### config.mk
export PLATFORM = sky130hd
export DESIGN_NAME = spatz_vlsu_mem_sequencer
export DESIGN_NICKNAME = d
export VERILOG_FILES = /design/src/rtl/spatz_vlsu_mem_sequencer.sv
export SDC_FILE = /design/constraint.sdc
export NUM_CORES = 1
export LEC_CHECK = 0
export ABC_AREA = 0
export CORE_UTILIZATION = 59
export CTS_BUF_LIST = sky130_fd_sc_hd__clkbuf_8
export CTS_CLUSTER_SIZE = 24
export DETAILED_ROUTE_END_ITERATION = 16
export PLACE_DENSITY = 0.84
export SYNTH_ARGS = -nofsm -noshare
export SYNTH_HDL_FRONTEND = slang
export SYNTH_SLANG_ARGS = --single-unit
### constraint.sdc
create_clock -name clk_i -period 6.1 [get_ports clk_i]
set_clock_uncertainty 0.1 [all_clocks]
set_input_delay 0.915 -clock clk_i [delete_from_list [all_inputs] [get_ports clk_i]]
set_output_delay 0.915 -clock clk_i [all_outputs]
set_load 0.03 [all_outputs]
### src/rtl/spatz_vlsu_mem_sequencer.sv
// Multi-port memory request sequencer for the Spatz VLSU: spreads one vector memory
// command across NrMemPorts ports and completes once every issued request is acknowledged.
module spatz_vlsu_mem_sequencer #(
  parameter int unsigned NrMemPorts    = 2,
  parameter int unsigned NrOutstanding = 8,
  parameter int unsigned AddrWidth     = 32,
  parameter int unsigned VlWidth       = 16,
  parameter int unsigned ElenB         = 4,
  localparam int unsigned IdWidth      = $clog2(NrOutstanding)
) (
  input  logic                            clk_i,
  input  logic                            rst_i,
  input  logic                            cmd_valid_i,
  output logic                            cmd_ready_o,
  input  logic [AddrWidth-1:0]            cmd_base_i,
  input  logic [AddrWidth-1:0]            cmd_stride_i,
  input  logic [VlWidth-1:0]              cmd_vl_i,
  input  logic [1:0]                      cmd_ew_i,
  input  logic                            cmd_strided_i,
  input  logic                            cmd_store_i,
  output logic [NrMemPorts-1:0]           req_valid_o,
  input  logic [NrMemPorts-1:0]           req_ready_i,
  output logic [NrMemPorts*AddrWidth-1:0] req_addr_o,
  output logic [NrMemPorts*ElenB-1:0]     req_strb_o,
  output logic [NrMemPorts-1:0]           req_we_o,
  output logic [NrMemPorts*IdWidth-1:0]   req_id_o,
  output logic [NrMemPorts*VlWidth-1:0]   req_elem_o,
  input  logic [NrMemPorts-1:0]           rsp_valid_i,
  output logic                            busy_o,
  output logic                            done_o
);
  localparam int unsigned LogE     = $clog2(ElenB);
  localparam int unsigned CrWidth  = IdWidth + 1;
  localparam int unsigned TotWidth = VlWidth + 2;

  // state | meaning
  // IDLE  | waiting for a command, cmd_ready_o high
  // ISSUE | ports issuing their request quotas
  // DRAIN | all requests issued, waiting for outstanding responses
  typedef enum logic [1:0] {IDLE, ISSUE, DRAIN} state_e;
  state_e state_q, state_d;

  logic [AddrWidth-1:0] addr_q   [NrMemPorts];
  logic [VlWidth-1:0]   rem_q    [NrMemPorts];
  logic [VlWidth-1:0]   idx_q    [NrMemPorts];
  logic [IdWidth-1:0]   id_q     [NrMemPorts];
  logic [CrWidth-1:0]   credit_q [NrMemPorts];
  logic [VlWidth-1:0]   quota_in [NrMemPorts];

  logic                 word_q, store_q;
  logic [1:0]           ew_q;
  logic [AddrWidth-1:0] step_q;
  logic [VlWidth-1:0]   last_q;
  logic [ElenB-1:0]     tail_strb_q;

  logic                 accept, word_in, all_issued, all_drained;
  logic [1:0]           ew_in;
  logic [TotWidth-1:0]  bytes_in;
  logic [VlWidth-1:0]   w_in;
  logic [AddrWidth-1:0] step_in;
  logic [LogE-1:0]      tail_in;
  logic [ElenB-1:0]     tail_strb_in, elem_mask;
  logic [NrMemPorts-1:0] valid, hs;

  assign accept       = cmd_valid_i && cmd_ready_o;
  assign ew_in        = (cmd_ew_i == 2'd3) ? 2'd2 : cmd_ew_i;
  assign bytes_in     = TotWidth'(cmd_vl_i) << ew_in;
  assign word_in      = !cmd_strided_i && (cmd_base_i[LogE-1:0] == '0);
  assign w_in         = word_in ? VlWidth'((bytes_in + TotWidth'(ElenB - 1)) >> LogE) : cmd_vl_i;
  assign tail_in      = bytes_in[LogE-1:0];
  assign tail_strb_in = (tail_in == '0) ? '1 : ~({ElenB{1'b1}} << tail_in);
  // misaligned unit-stride falls back to element mode with an element-sized step
  assign step_in      = word_in ? AddrWidth'(ElenB) :
                        (cmd_strided_i ? cmd_stride_i : (AddrWidth'(1) << ew_in));
  assign elem_mask    = ElenB'((32'd1 << (32'd1 << ew_q)) - 32'd1);

  always_comb begin
    all_issued  = 1'b1;
    all_drained = 1'b1;
    valid       = '0;
    for (int i = 0; i < NrMemPorts; i++) begin
      quota_in[i] = VlWidth'(w_in / VlWidth'(NrMemPorts)) +
                    ((VlWidth'(i) < (w_in % VlWidth'(NrMemPorts))) ? VlWidth'(1) : VlWidth'(0));
      valid[i]    = (state_q == ISSUE) && (rem_q[i] != '0) &&
                    (credit_q[i] < CrWidth'(NrOutstanding));
      if (rem_q[i] != '0)    all_issued  = 1'b0;
      if (credit_q[i] != '0) all_drained = 1'b0;
    end
  end

  assign hs = valid & req_ready_i;

  always_comb begin
    state_d     = state_q;
    cmd_ready_o = 1'b0;
    done_o      = 1'b0;
    case (state_q)
      IDLE: begin
        cmd_ready_o = 1'b1;
        if (cmd_valid_i) state_d = (cmd_vl_i == '0) ? DRAIN : ISSUE;
      end
      ISSUE: if (all_issued) state_d = DRAIN;
      DRAIN: begin
        if (all_drained) begin
          done_o  = 1'b1;
          state_d = IDLE;
        end
      end
      default: state_d = IDLE;
    endcase
  end

  always_ff @(posedge clk_i) begin
    if (rst_i) begin
      state_q     <= IDLE;
      word_q      <= 1'b0;
      store_q     <= 1'b0;
      ew_q        <= '0;
      step_q      <= '0;
      last_q      <= '0;
      tail_strb_q <= '0;
      for (int i = 0; i < NrMemPorts; i++) begin
        addr_q[i]   <= '0;
        rem_q[i]    <= '0;
        idx_q[i]    <= '0;
        id_q[i]     <= '0;
        credit_q[i] <= '0;
      end
    end else begin
      state_q <= state_d;
      if (accept) begin
        word_q      <= word_in;
        store_q     <= cmd_store_i;
        ew_q        <= ew_in;
        step_q      <= step_in;
        last_q      <= w_in - VlWidth'(1);
        tail_strb_q <= tail_strb_in;
      end
      for (int i = 0; i < NrMemPorts; i++) begin
        if (accept) begin
          addr_q[i] <= cmd_base_i + AddrWidth'(i) * step_in;
          rem_q[i]  <= quota_in[i];
          idx_q[i]  <= VlWidth'(i);
          id_q[i]   <= '0;
        end else if (hs[i]) begin
          addr_q[i] <= addr_q[i] + AddrWidth'(NrMemPorts) * step_q;
          rem_q[i]  <= rem_q[i] - VlWidth'(1);
          idx_q[i]  <= idx_q[i] + VlWidth'(NrMemPorts);
          id_q[i]   <= id_q[i] + IdWidth'(1);
        end
        // a stray response at zero credit is dropped rather than wrapping
        if (hs[i] && !rsp_valid_i[i])
          credit_q[i] <= credit_q[i] + CrWidth'(1);
        else if (!hs[i] && rsp_valid_i[i] && credit_q[i] != '0)
          credit_q[i] <= credit_q[i] - CrWidth'(1);
      end
    end
  end

  assign busy_o      = (state_q != IDLE);
  assign req_valid_o = valid;

  always_comb begin
    req_addr_o = '0;
    req_strb_o = '0;
    req_we_o   = '0;
    req_id_o   = '0;
    req_elem_o = '0;
    for (int i = 0; i < NrMemPorts; i++) begin
      req_addr_o[i*AddrWidth +: AddrWidth] = {addr_q[i][AddrWidth-1:LogE], {LogE{1'b0}}};
      req_we_o[i]                          = store_q;
      req_id_o[i*IdWidth +: IdWidth]       = id_q[i];
      if (busy_o) begin
        if (word_q)
          req_strb_o[i*ElenB +: ElenB] = (idx_q[i] == last_q) ? tail_strb_q : '1;
        else
          req_strb_o[i*ElenB +: ElenB] = ElenB'({{ElenB{1'b0}}, elem_mask} << addr_q[i][LogE-1:0]);
      end
      req_elem_o[i*VlWidth +: VlWidth] = word_q ?
          VlWidth'((32'(idx_q[i]) * ElenB) >> ew_q) : idx_q[i];
    end
  end

endmodule

==> run metrics, run 1 <==
critical-path maximum fanout=13; drt pass-1 iters=5; P per Cell Area=265 mW/mm^2; Fillers=~2200; Cells after Synth=roughly 1900; Max-cap violations=0; Post-synth EDFFs=141; die area=~0.030 sq mm; Hold Vio Cnt, Final=0; Tmin final=4970 ps; Worst Hold Launch=tail_strb_q[0]; Slew Viols, Final=0; RSZ-0062 raised after global routing=no; CTS Buf Count=17; Tot GR Track Use=32.2%; routed length per placed instance=19.9 um; area delta synth->final=12.4%; CTS clk-pin slew, worst paths=120 ps; CP Capture Type=flip-flop; outcome=finished clean; max frequency=0.201 GHz; yosys warns=0; clk buf depth=2; relative slew slack=25.6%; Startpoint Class=input port; initial antenna violation count=0; # setup viols final=0; clk sinks=198; reg2reg path depth=9; CTS tree=built; Slew @ Worst Pin=1110 ps; Worst-Skew Late Latency=510 ps; Synth area leaders=edfxtp_1 (25%), ha_1 (7.9%), dfxtp_1 (6.7%); Synth Flop Type=edfxtp_1; n_diodes=0; WHS Path Cells=2; layout cells sized above 1=6.75%; synth unique cells=94; dominant cell by count in the synthesized netlist=nand2_1; CORE AREA=0.0282 sq mm; Setup Total Neg Slack=0 ps; reg2reg setup slack=roughly 1800 ps; vias in the first global route=14700; synthesized flop and latch total=just under 200; WS Path Type=input port to flip-flop; Via Count=15300; R2R Path End=rem_q[1][11]; DRT iter0 DRCs=1745; Worst VDD drop=0.000131 V; nets=2191; Detail Placement HPWL=34900 um; final worst-path cycle share=between 80% and 90%; leak pwr=7.46 nW; DIE HEIGHT=172 um; top cell type's share of synthesized area=24.8%; cell area after synthesis=roughly 0.017 sq mm; syn_area_per_cell=~9 sq um; I/O pin total=208; Hold Crit Class=flip-flop to flip-flop; Detailed Route WL=approximately 47000 um; largest net degree at the start of global routing=57; hold buffer count at cts=0; H-tree depth=4; ys async rst share=0%; first-pass GRT wire length=75300 um; initial core utilization=60.7%; Via-to-Cell Ratio=6.44; Crit path required time=6240 ps; I/O Buffers=203; die width=172 um; cts repair resizes=0; GP Congestion=approximately 0.93; Root Buffer=clkbuf_8; DRC viols=0; power consumption=5.08 mW; Data arrival, critical path=5110 ps; worst reg2reg path startpoint=rem_q[0][3]; Antenna Violating Nets Remaining=0; FP Rows=61; hold endpoint=tail_strb_q[0]; Post-synth top cells=nand2_1 (152), edfxtp_1 (141), nor2_1 (137), o21ai_0 (120), ha_1 (108); post-layout util=between 60% and 70%; grt ovf=0; largest area contributor in the netlist=edfxtp_1; post-synthesis sequential area ratio=31.5%; post-CTS setup buffer count=0
-- per-stage QoR --
step,instances,setup slack [ps],instance area (sq um),hold WS (ps)
floorplan,1920,1490,17100,339
global placement,2347,772,18800,350
detailed placement,2347,706,18800,367
CTS,2379,1230,19200,389
global route,2379,795,19200,421
finish,2379,1130,19200,389
-- how the worst max path moves through the flow --
stage,start,end,slack [ps],cells past startpoint
floorplan,cmd_strided_i,addr_q[1][30],1490,15
global placement,cmd_strided_i,addr_q[1][30],770,13
detailed placement,cmd_base_i[1],addr_q[1][30],710,13
CTS,cmd_base_i[1],addr_q[1][30],1230,13
global route,cmd_strided_i,addr_q[1][30],800,13
finish,cmd_strided_i,addr_q[1][30],1130,13
-- registers in the layout (all words and copies together) (netlist names) --
| signal | count |
|---|---|
| last_q | 16 |
| rem_q | 32 |
| idx_q | 31 |
| id_q | 6 |
| store_q | 1 |
| ew_q | 2 |
| state_q | 2 |
| credit_q | 8 |
| word_q | 1 |
| tail_strb_q | 4 |
| step_q | 31 |
| addr_q | 64 |
-- cell type report --
| cell class | count | area, sq um | share of cell area [%] |
|---|---|---|---|
| inverters | 55 | 206 | 1.07 |
| flip-flops and latches | 198 | 5380 | 28.0 |
| clock buffers | 17 | 234 | 1.22 |
| well taps | 378 | 473 | 2.46 |
| multi-input cells | 1495 | 10600 | 55.2 |
| repair buffers | 221 | 2180 | 11.3 |
| clock inverters | 15 | 144 | 0.749 |
-- placed cells by master (no fill, tap or decap), drive strengths merged, types with 7 or more instances in the layout --
cell type,Yosys,layout
buf,86,18
a32o,8,8
and2,45,45
nor2b,20,20
a21o,37,37
inv,55,62
nand2b,27,27
or4,9,9
nand4,22,22
xnor2,96,96
clkdlybuf4s50,0,203
o21ai,127,127
a31o,7,7
a21oi,93,93
ha,108,108
o22ai,55,55
nor3,32,32
a22o,40,40
nand3,58,58
a31oi,16,16
mux2i,29,29
o211ai,11,11
clkbuf,86,17
o21a,15,15
and3,30,30
xor2,86,86
nand2,152,152
or3,14,14
mux4,13,13
a211oi,27,27
dfxtp,57,57
edfxtp,141,141
nor2,137,137
mux2,28,28
o31ai,12,12
o21bai,9,9
nand3b,7,7
nor4,24,24
o41ai,7,7
or2,11,11
-- kinds of logic after synthesis --
logic type	synth area share (%)
simple gates	18.0
compound gates	20.7
buf+inv	6.80
flops	31.5
xor+xnor	9.33
fa+ha+maj	8.38
mux	5.30
other cells	0.0219
-- power by group --
| group | total (mW) | internal [mW] | switching, mW |
|---|---|---|---|
| registers | 2.03 | 1.74 | 0.297 |
| clock network | 0.849 | 0.300 | 0.549 |
| logic | 2.20 | 0.924 | 1.27 |
-- critical path, stage by stage --
cell and delay (ps):
clkdlybuf4s50_1 580, or3_1 660, o211ai_1 240, ha_1 330, a21o_1 220, a22oi_1 290, a311oi_1 290, a211oi_1 410
o221ai_1 210, o41ai_1 500, o21ai_0 210, xnor2_1 170, o22ai_1 80
-- routing by layer --
metal  routed length (um)  vias up  GRT usage (%)
li1                     -     7187              -
met1                20500     7334           43.3
met2                22400      683           53.3
met3                 3050      109           3.71
met4                 1360        0           11.7
met5                    0        -              0
Power figures use the tool's default switching activity.
==> inputs of run 2 (changes only) <==
CORE_UTILIZATION = 53   (was 59)
PLACE_DENSITY = 0.8   (was 0.84)
clock period = 4 ns   (was 6.1 ns; I/O delays follow)
==> run 2 against run 1 <==
Die area grew 11%. Final cell count grew 7.7%. Highest routed layer unchanged. Routed wire length grew 4.9%. Worst hold slack gained 15 ps. Flip-flop and latch count is the same.
==> run metrics, run 2 (same netlist as run 1, synthesis figures left out) <==
grt ovf=0 (unchanged); RSZ-0062 raised after global routing=yes; Slew Viols, Final=0 (unchanged); Slew @ Worst Pin=1230 ps (+119 ps); Tot GR Track Use=29.8% (-2.4 points); Detailed Route WL=49600 um (+4.9%); area delta synth->final=20.5%; relative slew slack=17.6% (-8.0 points); max reg flops=64 (unchanged); most flop-heavy register=addr_q; DRC viols=0 (unchanged); FP Rows=65 (+6.6%); WS Path Type=input port to flip-flop; vias in the first global route=15300 (+4.7%); DIE HEIGHT=182 um (+5.4%); final worst-path cycle share=97.3%; CTS clk-pin slew, worst paths=110 ps (about the same); drt pass-1 iters=6 (+1); Antenna Violating Nets Remaining=0 (unchanged); clk sinks=198 (unchanged); Max-cap violations=0 (unchanged); max frequency=0.257 GHz; GP Congestion=0.978 (+5.4%); routed length per placed instance=19.4 um (-2.6%); P per Cell Area=393 mW/mm^2 (+49%); critical-path maximum fanout=4 (-9); initial antenna violation count=0 (unchanged); Fillers=2555 (+16%); n_diodes=0 (unchanged); Via-to-Cell Ratio=6.23 (-3.1%); CP Capture Type=flip-flop; die width=182 um (+5.4%); Worst-Skew Late Latency=500 ps (about the same); commonest non-fill, non-tap cells in the layout=clkdlybuf4s50_1 (200), buf_4 (175), nand2_1 (150); clk buf depth=2 (unchanged); CTS Buf Count=17 (unchanged); reg2reg setup slack=310 ps (-1470 ps); top flop regs=addr_q x64, rem_q x32; post-layout util=65.1% (-3.1 points); DRT iter0 DRCs=1388 (-20%); die area=0.0330 sq mm (+11%); CTS tree=built; I/O pin total=208 (unchanged); largest net degree at the start of global routing=66 (+16%); I/O Buffers=203 (unchanged); most common cell after layout, fill and taps aside=clkdlybuf4s50_1; nets=2351 (+7.3%); Via Count=16000 (+4.4%); Hold Vio Cnt, Final=0 (unchanged); power consumption=8.09 mW (+59%); Detail Placement HPWL=37500 um (+7.5%); H-tree depth=4 (unchanged); hold buffer count at cts=0 (unchanged); Data arrival, critical path=4020 ps (-1090 ps); # setup viols final=0 (unchanged); Crit path required time=4130 ps (-2110 ps); Startpoint Class=input port; layout cells sized above 1=14.3% (+7.5 points); Tmin final=roughly 3900 ps; outcome=finished clean; Hold Crit Class=flip-flop to flip-flop; leak pwr=8.31 nW (+11%); Worst VDD drop=0.000209 V (+60%); initial core utilization=54.0% (-6.7 points); Root Buffer=clkbuf_8; first-pass GRT wire length=79100 um (+5.0%); CORE AREA=0.0316 sq mm (+12%)
-- run 2: changes by cell type in the layout (fill, tap and decap cells not counted), sizes merged --
cell,before,now
dlygate4sd2,0,1
inv,62,63
clkdlybuf4s50,203,200
dlymetal6s2s,0,2
clkinv,6,4
clkinvlp,2,1
bufinv,0,2
buf,18,178
-- run 2: final cells by class --
cell class                      instances  area [sq um]  share of cell area (%)
Clock buffer                           17           234                    1.14
Tap cell                              402           503                    2.44
Sequential cell                       198          5380                    26.1
Inverter                               55           206                    1.00
Clock inverter                         15           183                   0.887
Timing Repair Buffer                  381          3390                    16.5
Multi-Input combinational cell       1495         10700                    51.9
-- run 2: routing by layer --
metal / track usage, % / up-vias / wire, um
met5: 0 / - / 0
met4: 12.2 / 0 / 1720
met3: 2.83 / 131 / 2730
met2: 50.8 / 663 / 23900
met1: 38.8 / 7682 / 21200
li1: - / 7504 / -
-- run 2: final timing paths --
path	start	to	cells after the start
worst max-delay path	cmd_ew_i[0]	addr_q[1][28]	16
worst min-delay path	tail_strb_q[0]	tail_strb_q[0]	2
worst max register to register	addr_q[0][1]	addr_q[0][27]	12
worst min register to register	tail_strb_q[0]	tail_strb_q[0]	2
-- run 2: repair_timing --
item / 4_1_cts / 5_1_grt
endpoints found under the setup margin: 2 / 10
pin swaps: 0 / 4
resized for setup: 2 / 14
buffers inserted: 0 / 0
-- run 2: power breakdown --
group	leakage (nW)	internal [mW]	switching, mW
clock	0.208	0.584	0.842
combinational	6.10	1.55	2.02
sequential	2.00	2.65	0.445
total	8.31	4.78	3.31
-- run 2: through the flow --
| stage | TNS, ps | hold slack, ps | area [sq um] | instances | worst slack (ps) |
|---|---|---|---|---|---|
| 5_1_grt | -33.1 | 413 | 20600 | 2563 | -27.6 |
| 3_3_place_gp | -7520 | 352 | 20100 | 2531 | -605 |
| 2_1_floorplan | -1610 | 339 | 17200 | 1920 | -12.8 |
| 6_report | 0 | 403 | 20600 | 2563 | 108 |
| 4_1_cts | 0 | 393 | 20500 | 2563 | 15.0 |
| 3_5_place_dp | -10830 | 376 | 20100 | 2531 | -682 |
-- run 2: critical path, stage by stage --
cell and delay (ps):
clkdlybuf4s50_1 520, nor3_1 70, a21oi_1 140, nor2_1 80, ha_1 210, fa_2 360, a21o_1 200, a22oi_2 260
a311oi_4 200, a211oi_2 240, buf_4 150, o221ai_2 120, o41ai_2 450, buf_4 180, xor2_1 140, o22ai_1 90
